<file path="src/rtl/mips_multicycle_ctrl_if.sv">
// Control/datapath bundle for the multi-cycle MIPS control unit.
// master = control unit (drives mux selects and enables), slave = datapath.
// No storage. Signals are plain wires between the two sides.
interface mips_multicycle_ctrl_if;
  logic [5:0] opcode;
  logic [5:0] funct;
  logic       zero;
  logic       mem_ready;

  logic       mem_read;
  logic       mem_write;
  logic       i_or_d;
  logic       ir_write;
  logic       pc_write;
  logic [1:0] pc_source;
  logic       alu_src_a;
  logic [1:0] alu_src_b;
  logic [3:0] alu_control;
  logic       reg_write;
  logic       reg_dst;
  logic       mem_to_reg;
  logic       instr_done;
  logic       illegal_op;

  modport master (
    input  opcode, funct, zero, mem_ready,
    output mem_read, mem_write, i_or_d, ir_write, pc_write, pc_source,
           alu_src_a, alu_src_b, alu_control, reg_write, reg_dst,
           mem_to_reg, instr_done, illegal_op
  );

  modport slave (
    output opcode, funct, zero, mem_ready,
    input  mem_read, mem_write, i_or_d, ir_write, pc_write, pc_source,
           alu_src_a, alu_src_b, alu_control, reg_write, reg_dst,
           mem_to_reg, instr_done, illegal_op
  );
endinterface

</file>
<file path="src/rtl/mips_multicycle_ctrl.sv">
// Moore control FSM for a shared-ALU multi-cycle MIPS datapath.
// Latency: R/sw/addi 4, lw 5, beq/bne/j 3 cycles; outputs are combinational from state.
// Backpressure: FETCH, MEM_READ and MEM_WRITE hold (request asserted, no enables) while mem_ready=0.
module mips_multicycle_ctrl (
  input  logic                   clk,
  input  logic                   rstb,
  mips_multicycle_ctrl_if.master bus
);

  // ALU operation encodings (classic MIPS ALU control values).
  localparam logic [3:0] ALU_AND = 4'h0;
  localparam logic [3:0] ALU_OR  = 4'h1;
  localparam logic [3:0] ALU_ADD = 4'h2;
  localparam logic [3:0] ALU_XOR = 4'h3;
  localparam logic [3:0] ALU_SUB = 4'h6;
  localparam logic [3:0] ALU_SLT = 4'h7;
  localparam logic [3:0] ALU_NOR = 4'hC;

  localparam logic [5:0] OP_RTYPE = 6'b000000;
  localparam logic [5:0] OP_LW    = 6'b100011;
  localparam logic [5:0] OP_SW    = 6'b101011;
  localparam logic [5:0] OP_BEQ   = 6'b000100;
  localparam logic [5:0] OP_BNE   = 6'b000101;
  localparam logic [5:0] OP_J     = 6'b000010;
  localparam logic [5:0] OP_ADDI  = 6'b001000;

  localparam logic [1:0] PCS_ALU  = 2'd0;
  localparam logic [1:0] PCS_OUT  = 2'd1;
  localparam logic [1:0] PCS_JMP  = 2'd2;

  localparam logic [1:0] SRCB_B   = 2'd0;
  localparam logic [1:0] SRCB_4   = 2'd1;
  localparam logic [1:0] SRCB_IMM = 2'd2;
  localparam logic [1:0] SRCB_BR  = 2'd3;

  typedef enum logic [3:0] {
    S_FETCH, S_DECODE, S_MEM_ADDR, S_MEM_READ, S_MEM_WB, S_MEM_WRITE,
    S_EXECUTE, S_ALU_WB, S_BRANCH, S_JUMP, S_ADDI_EXEC, S_ADDI_WB
  } state_t;

  state_t r_state;
  state_t w_next;

  // r_active is low for the first cycle after reset release so the first
  // FETCH starts only after an edge has been seen with rstb high.
  logic r_active;
  logic w_gate;

  logic       w_mem_read;
  logic       w_mem_write;
  logic       w_i_or_d;
  logic       w_ir_write;
  logic       w_pc_write;
  logic [1:0] w_pc_source;
  logic       w_alu_src_a;
  logic [1:0] w_alu_src_b;
  logic [3:0] w_alu_control;
  logic       w_reg_write;
  logic       w_reg_dst;
  logic       w_mem_to_reg;
  logic       w_instr_done;
  logic       w_illegal_op;

  logic       w_funct_ok;
  logic [3:0] w_funct_op;

  // R-type funct to ALU operation; shared by EXECUTE and ALU_WB since funct
  // stays stable for the whole instruction.
  always_comb begin
    w_funct_ok = 1'b1;
    w_funct_op = ALU_ADD;
    case (bus.funct)
      6'b100000: w_funct_op = ALU_ADD;
      6'b100010: w_funct_op = ALU_SUB;
      6'b100100: w_funct_op = ALU_AND;
      6'b100101: w_funct_op = ALU_OR;
      6'b100110: w_funct_op = ALU_XOR;
      6'b100111: w_funct_op = ALU_NOR;
      6'b101010: w_funct_op = ALU_SLT;
      default: begin
        w_funct_ok = 1'b0;
        w_funct_op = ALU_ADD;
      end
    endcase
  end

  // State register; any reset edge returns to FETCH, abandoning the instruction.
  always_ff @(posedge clk) begin
    if (!rstb) begin
      r_state  <= S_FETCH;
      r_active <= 1'b0;
    end else begin
      r_active <= 1'b1;
      r_state  <= r_active ? w_next : S_FETCH;
    end
  end

  // Next-state and Moore output decode.
  always_comb begin
    w_next        = r_state;
    w_mem_read    = 1'b0;
    w_mem_write   = 1'b0;
    w_i_or_d      = 1'b0;
    w_ir_write    = 1'b0;
    w_pc_write    = 1'b0;
    w_pc_source   = PCS_ALU;
    w_alu_src_a   = 1'b0;
    w_alu_src_b   = SRCB_B;
    w_alu_control = 4'h0;
    w_reg_write   = 1'b0;
    w_reg_dst     = 1'b0;
    w_mem_to_reg  = 1'b0;
    w_instr_done  = 1'b0;
    w_illegal_op  = 1'b0;

    case (r_state)
      S_FETCH: begin
        w_mem_read    = 1'b1;
        w_alu_src_b   = SRCB_4;
        w_alu_control = ALU_ADD;
        w_pc_source   = PCS_ALU;
        w_ir_write    = bus.mem_ready;
        w_pc_write    = bus.mem_ready;
        w_next        = bus.mem_ready ? S_DECODE : S_FETCH;
      end
      S_DECODE: begin
        // ALUOut <= PC + (imm << 2): branch target precomputed here.
        w_alu_src_b   = SRCB_BR;
        w_alu_control = ALU_ADD;
        case (bus.opcode)
          OP_RTYPE:      w_next = S_EXECUTE;
          OP_LW, OP_SW:  w_next = S_MEM_ADDR;
          OP_BEQ, OP_BNE: w_next = S_BRANCH;
          OP_J:          w_next = S_JUMP;
          OP_ADDI:       w_next = S_ADDI_EXEC;
          default: begin
            w_next       = S_FETCH;
            w_illegal_op = 1'b1;
            w_instr_done = 1'b1;
          end
        endcase
      end
      S_MEM_ADDR: begin
        w_alu_src_a   = 1'b1;
        w_alu_src_b   = SRCB_IMM;
        w_alu_control = ALU_ADD;
        w_next        = (bus.opcode == OP_LW) ? S_MEM_READ : S_MEM_WRITE;
      end
      S_MEM_READ: begin
        w_mem_read = 1'b1;
        w_i_or_d   = 1'b1;
        w_next     = bus.mem_ready ? S_MEM_WB : S_MEM_READ;
      end
      S_MEM_WB: begin
        w_reg_write  = 1'b1;
        w_mem_to_reg = 1'b1;
        w_instr_done = 1'b1;
        w_next       = S_FETCH;
      end
      S_MEM_WRITE: begin
        w_mem_write  = 1'b1;
        w_i_or_d     = 1'b1;
        w_instr_done = bus.mem_ready;
        w_next       = bus.mem_ready ? S_FETCH : S_MEM_WRITE;
      end
      S_EXECUTE: begin
        w_alu_src_a   = 1'b1;
        w_alu_src_b   = SRCB_B;
        w_alu_control = w_funct_op;
        if (w_funct_ok) begin
          w_next = S_ALU_WB;
        end else begin
          w_illegal_op = 1'b1;
          w_instr_done = 1'b1;
          w_next       = S_FETCH;
        end
      end
      S_ALU_WB: begin
        w_alu_control = w_funct_op;
        w_reg_write   = 1'b1;
        w_reg_dst     = 1'b1;
        w_instr_done  = 1'b1;
        w_next        = S_FETCH;
      end
      S_BRANCH: begin
        w_alu_src_a   = 1'b1;
        w_alu_src_b   = SRCB_B;
        w_alu_control = ALU_SUB;
        w_pc_source   = PCS_OUT;
        w_pc_write    = (bus.opcode == OP_BNE) ? !bus.zero : bus.zero;
        w_instr_done  = 1'b1;
        w_next        = S_FETCH;
      end
      S_JUMP: begin
        w_pc_source  = PCS_JMP;
        w_pc_write   = 1'b1;
        w_instr_done = 1'b1;
        w_next       = S_FETCH;
      end
      S_ADDI_EXEC: begin
        w_alu_src_a   = 1'b1;
        w_alu_src_b   = SRCB_IMM;
        w_alu_control = ALU_ADD;
        w_next        = S_ADDI_WB;
      end
      S_ADDI_WB: begin
        w_reg_write  = 1'b1;
        w_instr_done = 1'b1;
        w_next       = S_FETCH;
      end
      default: begin
        w_next = S_FETCH;
      end
    endcase
  end

  // Outputs are held at zero while reset is asserted and for the release cycle,
  // so a reset in the middle of a memory write drops the request at once.
  assign w_gate = rstb & r_active;

  assign bus.mem_read    = w_gate & w_mem_read;
  assign bus.mem_write   = w_gate & w_mem_write;
  assign bus.i_or_d      = w_gate & w_i_or_d;
  assign bus.ir_write    = w_gate & w_ir_write;
  assign bus.pc_write    = w_gate & w_pc_write;
  assign bus.pc_source   = w_gate ? w_pc_source : 2'd0;
  assign bus.alu_src_a   = w_gate & w_alu_src_a;
  assign bus.alu_src_b   = w_gate ? w_alu_src_b : 2'd0;
  assign bus.alu_control = w_gate ? w_alu_control : 4'h0;
  assign bus.reg_write   = w_gate & w_reg_write;
  assign bus.reg_dst     = w_gate & w_reg_dst;
  assign bus.mem_to_reg  = w_gate & w_mem_to_reg;
  assign bus.instr_done  = w_gate & w_instr_done;
  assign bus.illegal_op  = w_gate & w_illegal_op;

endmodule

</file>
<file path="src/flat_wrapper.sv">
// flat-port wrapper written by rule: the top's interface ports become plain ports
module mips_multicycle_ctrl_flat 
  (clk, rstb, bus_opcode, bus_funct, bus_zero, bus_mem_ready, bus_mem_read, bus_mem_write, bus_i_or_d, bus_ir_write, bus_pc_write, bus_pc_source, bus_alu_src_a, bus_alu_src_b, bus_alu_control, bus_reg_write, bus_reg_dst, bus_mem_to_reg, bus_instr_done, bus_illegal_op);
  mips_multicycle_ctrl_if bus_i ();
  input  logic clk;
  input  logic rstb;
  input wire logic [$bits(bus_i.opcode)-1:0] bus_opcode;
  input wire logic [$bits(bus_i.funct)-1:0] bus_funct;
  input wire logic [$bits(bus_i.zero)-1:0] bus_zero;
  input wire logic [$bits(bus_i.mem_ready)-1:0] bus_mem_ready;
  output wire logic [$bits(bus_i.mem_read)-1:0] bus_mem_read;
  output wire logic [$bits(bus_i.mem_write)-1:0] bus_mem_write;
  output wire logic [$bits(bus_i.i_or_d)-1:0] bus_i_or_d;
  output wire logic [$bits(bus_i.ir_write)-1:0] bus_ir_write;
  output wire logic [$bits(bus_i.pc_write)-1:0] bus_pc_write;
  output wire logic [$bits(bus_i.pc_source)-1:0] bus_pc_source;
  output wire logic [$bits(bus_i.alu_src_a)-1:0] bus_alu_src_a;
  output wire logic [$bits(bus_i.alu_src_b)-1:0] bus_alu_src_b;
  output wire logic [$bits(bus_i.alu_control)-1:0] bus_alu_control;
  output wire logic [$bits(bus_i.reg_write)-1:0] bus_reg_write;
  output wire logic [$bits(bus_i.reg_dst)-1:0] bus_reg_dst;
  output wire logic [$bits(bus_i.mem_to_reg)-1:0] bus_mem_to_reg;
  output wire logic [$bits(bus_i.instr_done)-1:0] bus_instr_done;
  output wire logic [$bits(bus_i.illegal_op)-1:0] bus_illegal_op;
  assign bus_i.opcode = bus_opcode;
  assign bus_i.funct = bus_funct;
  assign bus_i.zero = bus_zero;
  assign bus_i.mem_ready = bus_mem_ready;
  assign bus_mem_read = bus_i.mem_read;
  assign bus_mem_write = bus_i.mem_write;
  assign bus_i_or_d = bus_i.i_or_d;
  assign bus_ir_write = bus_i.ir_write;
  assign bus_pc_write = bus_i.pc_write;
  assign bus_pc_source = bus_i.pc_source;
  assign bus_alu_src_a = bus_i.alu_src_a;
  assign bus_alu_src_b = bus_i.alu_src_b;
  assign bus_alu_control = bus_i.alu_control;
  assign bus_reg_write = bus_i.reg_write;
  assign bus_reg_dst = bus_i.reg_dst;
  assign bus_mem_to_reg = bus_i.mem_to_reg;
  assign bus_instr_done = bus_i.instr_done;
  assign bus_illegal_op = bus_i.illegal_op;
  mips_multicycle_ctrl u_core (.clk(clk), .rstb(rstb), .bus(bus_i));
endmodule
</file>
<file path="config.mk">
export PLATFORM = sky130hd
export DESIGN_NAME = mips_multicycle_ctrl_flat
export DESIGN_NICKNAME = d
export VERILOG_FILES = /design/src/rtl/mips_multicycle_ctrl_if.sv /design/src/rtl/mips_multicycle_ctrl.sv /design/src/flat_wrapper.sv
export SDC_FILE = /design/constraint.sdc
export NUM_CORES = 1
export LEC_CHECK = 0
export BUFFER_PORTS_ARGS = -buffer_cell sky130_fd_sc_hd__buf_4
export CAP_MARGIN = 20
export CORE_MARGIN = 5
export CORE_UTILIZATION = 42
export CTS_CLUSTER_DIAMETER = 200
export DETAILED_ROUTE_END_ITERATION = 7
export PLACE_DENSITY = 0.73
export REMOVE_ABC_BUFFERS = 1
export SETUP_SLACK_MARGIN = 0.1
export SLEW_MARGIN = 10
export SYNTH_ARGS = -nofsm -noshare
export SYNTH_HDL_FRONTEND = slang
export SYNTH_SLANG_ARGS = --single-unit
</file>
<file path="constraint.sdc">
create_clock -name clk -period 1.65 [get_ports clk]
set_clock_uncertainty 0.2 [all_clocks]
set_input_delay 0.33 -clock clk [delete_from_list [all_inputs] [get_ports clk]]
set_output_delay 0.33 -clock clk [all_outputs]
set_load 0.05 [all_outputs]
</file>
==> impl_metrics.toml, run 1 <==
[clocking]
clockRootBuffer = "clkbuf_4"
htreeDepth = 1
ctsHoldBuffers = 0
cts_buffers = 3
clk_path_buf_depth = 2
numClockSinks = 5
cts_setup_buffers = 8
ctsResizeCount = 76

[synth]
synth_edf_count = 0
avgSynthCellArea_um2 = 6.475
netlist_area_um2 = 777.0
synth_ff_type = "dfxtp_1"
ys_ff_latch = 5
yosysSeqAreaShare = 0.1288
synth_most_common_cell = "nor2_1"
synthArstFlopShare = 0
yosysTopAreaCell = "dfxtp_1"
yosysWarnings = 0
synthCells = 120
synth_top_area_share = 0.1288
synth.distinct_cells = 42
synth_common_cells = "nor2_1, nand2_1, nor3_1"
synthTopCellsByArea = "dfxtp_1, nor3_1, nor2_1, nand2_1, a31oi_1"

[die]
ios = 35
start_util = 0.4452
rows = 15
die_w_um = 53.01
die_y_um = 53.01

[status]
error = "[ERROR DPL-0033] detailed placement checks failed during check placement."
stop_stage = "4_1_cts"
status = "stopped before the end"

[place]
hpwl_um = 2249
dp.cells = 210
io_buffers = 34
gp_congestion = 0.9443
==> per-stage QoR <==
step	instance area (µm²)	setup TNS (ps)	hold slack (ps)	setup slack (ps)	util
3_5_place_dp	1325	-4260	339.2	-503.7	0.7591
3_3_place_gp	1325	-4055	339.0	-506.7	0.7591
2_1_floorplan	730.7	-14210	157.7	-2009	-
==> cells by family after synthesis <==
logic type	count (synthesis)	synth area share
buffers and inverters	16	0.08856
XOR/XNOR	4	0.04510
AO/OA/AOI/OAI	31	0.2802
flip-flops	5	0.1288
AND/OR/NAND/NOR	64	0.4574
==> run 2, diff against run 1 <==
- CORE_AREA: default -> 5 5 66 68
- CORE_MARGIN: 5 -> default
- CORE_UTILIZATION: 42 -> default
- CTS_CLUSTER_DIAMETER: 200 -> default
- DIE_AREA: default -> 0 0 71 73
- PLACE_DENSITY: 0.73 -> default
- PLACE_DENSITY_LB_ADDON: default -> 0.15
- SETUP_SLACK_MARGIN: 0.1 -> default
- clock period: 1.65 -> 2.1 ns (I/O delays scaled with it)
==> run 2 against run 1 <==
  * The flow now finishes, with violations (negative setup slack)
  * Synthesized area is the same
  * Synthesized cell count is the same
==> impl_metrics.toml, run 2 <==
[status]
status = "finished with violations"
violations = "negative setup slack"

[power_and_ir_drop]
pwr_density_cell_nw_per_um2 = 280.0
peakVddDrop_v = 0.0001396
leakagePower_uw = 0.0006801

[clocking]
numClockSinks = 5
clk_pin_slew_ps = 30
clkLatencyLatePin_ps = 220
cts_buffers = 3
cts_tree = "done"
htreeDepth = 1
clk_path_buf_depth = 2
clockRootBuffer = "clkbuf_8"

[synth]
ys_ff_latch = 5
synthCells = 120
synth_edf_count = 0
synth_most_common_cell = "nor2_1"
synth-xor-area-share = 0.04509
synthSimpleGateAreaFrac = 0.4573
synth_fa_ha_area_frac = 0
synth_compound_area_frac = 0.2802
netlist_area_um2 = 777.0
synth_common_cells = "nor2_1, nand2_1, nor3_1"
yosysTopAreaCell = "dfxtp_1"
synthTopCellsByArea = "dfxtp_1, nor3_1, nor2_1, nand2_1, a31oi_1"
yosysSeqAreaShare = 0.1288
synthArstFlopShare = 0
yosysWarnings = 0
synth_ff_type = "dfxtp_1"
synth.distinct_cells = 42
avgSynthCellArea_um2 = 6.475
synth_top_family_by_area = "simple AND/OR/NAND/NOR gates"
synth_top_area_share = 0.1288
muxShareOfSynthArea = 0

[timing]
rsz0062_at_grt = "yes"
fin_ws_ps = -66.06
worst_slew_pin_slew_ps = 306.2
period_minus_slack_ps = 2166
slew_violations = 0
max_freq_mhz = 461.7
final.period_utilization = 1.031
slew_headroom = 0.7932
hold_viol = 0
finalSetupViolations = 3

[grt]
antenna_found_initial = 0
grt_pass1_vias = 1076
grt_max_degree = 13
grt_pass1_wl_um = 5043
grt_usage = 0.1177
overflow = 0

[worst_setup_path]
crit_path_end_kind = "output port"
crit_top_cell = "buf_6"
path_max_fanout = 2
path_class = "in2out"
slowest_stage = "a311o_1"
crit_chain = "buf_6 -> nor4_4 -> nand3_2 -> xnor2_1 -> a311o_1 -> buf_6"
r2r_slack_ps = 380
max_stage_delay_ps = 320
startpoint_type = "input port"
cp.arrival_ps = 1550
required_ps = 1480

[die]
rows = 23
die_w_um = 71
start_util = 0.2045
core_um2 = 3799
dieArea_um2 = 5183
ios = 35
die_y_um = 73

[finish]
top_regs = "u_core.r_state: 4 flops, u_core.r_active: 1 flops"
insertedDiodeCount = 0
regMostFlops = "u_core.r_state"
final_area_um2 = 1548
final_common_cell = "buf_4"
largest_reg_flops = 4
seqCellArea_um2 = 113.9
drive_above_1_share = 0.5543
mostFrequentLayoutCells = "buf_4, nor2_1, nand2_1, buf_6, inv_1"
multi_input_area_um2 = 737.0
nFillCells = 422
finalNetCount = 201
area_growth_pct = 99.19

[place]
io_buffers = 34
hpwl_um = 2381
detailed_place.area_um2 = 1281
pre_cts_ws_ps = -284.4
gp_congestion = 0.7822

[worst_hold_path]
hp-class = "in2reg"

[route]
detail_route.iter0.violations = 53
routed_wirelength_um = 3073
drc = 0
avgRoutedWirePerCell_um = 13.13
firstDrtPassIters = 4
vias_per_cell = 4.872
vias = 1140
antenna_left = 0

[flow_run]
drv_cap = 0
==> run 2: path summary, 6_finish.rpt <==
| check | from | to | depth (start not counted) |
|---|---|---|---|
| min reg2reg | u_core.r_state[3]$_SDFF_PN0_ | u_core.r_state[0]$_SDFF_PN0_ | 2 |
| min | rstb | u_core.r_active$_DFF_P_ | 2 |
| max reg2reg | u_core.r_state[3]$_SDFF_PN0_ | u_core.r_state[1]$_SDFF_PN0_ | 4 |
| max | bus_opcode[4] | bus_pc_write | 6 |
==> run 2: power breakdown <==
part / internal, µW / switching, µW
logic: 76.5 / 81.9
registers: 94.1 / 3.34
clock network: 130 / 47.2
total: 301 / 132
==> run 2: critical path, delay by kind of cell <==
kind	cells	cell delay, ps
AO/OA/AOI/OAI	1	320
XOR/XNOR	1	140
buffers and inverters	2	260
AND/OR/NAND/NOR	2	410
==> run 2: logic make-up after synthesis <==
kind of cell	Yosys count
simple gates	64
xor+xnor	4
buf+inv	16
compound gates	31
flops	5
==> run 2: final cells by class <==
class                           instances  share of cell area
Tap cell                               50             0.04042
Sequential cell                         5             0.07357
Clock buffer                            4             0.02910
Timing Repair Buffer                   70              0.3662
Inverter                                6             0.01455
Multi-Input combinational cell         99              0.4762
==> run 2: timing repair <==
action                     CTS  global route
resized for setup           31            17
setup endpoints to repair   18             9
hold buffers                 0             0
setup buffers                3             2
pin swaps                   10            10
==> run 2: per-stage QoR <==
step / hold slack (ps) / instances / utilization / power, µW / setup TNS (ps)
after floorplan: 247.7 / 110 / - / 162.9 / -8081
after global placement: 430.1 / 225 / 0.3373 / 237.1 / -628.8
after detailed placement: 437.1 / 225 / 0.3373 / 238.5 / -696.6
after CTS: 236.3 / 232 / 0.3844 / 429.7 / -160.2
after global routing: 236.9 / 234 / 0.4074 / 459.7 / -381.3
final: 239.9 / 234 / 0.4074 / 433.4 / -104.2
==> run 2: routing by layer <==
layer | global-route usage | routed length (µm) | up-vias
met1 | 0.1609 | 1406 | 541
met5 | 0 | 0 | -
met3 | 0.02479 | 155 | 0
li1 | - | - | 575
met2 | 0.1936 | 1512 | 24
met4 | 0.01879 | 0 | 0
(Power assumes the default switching activity.)
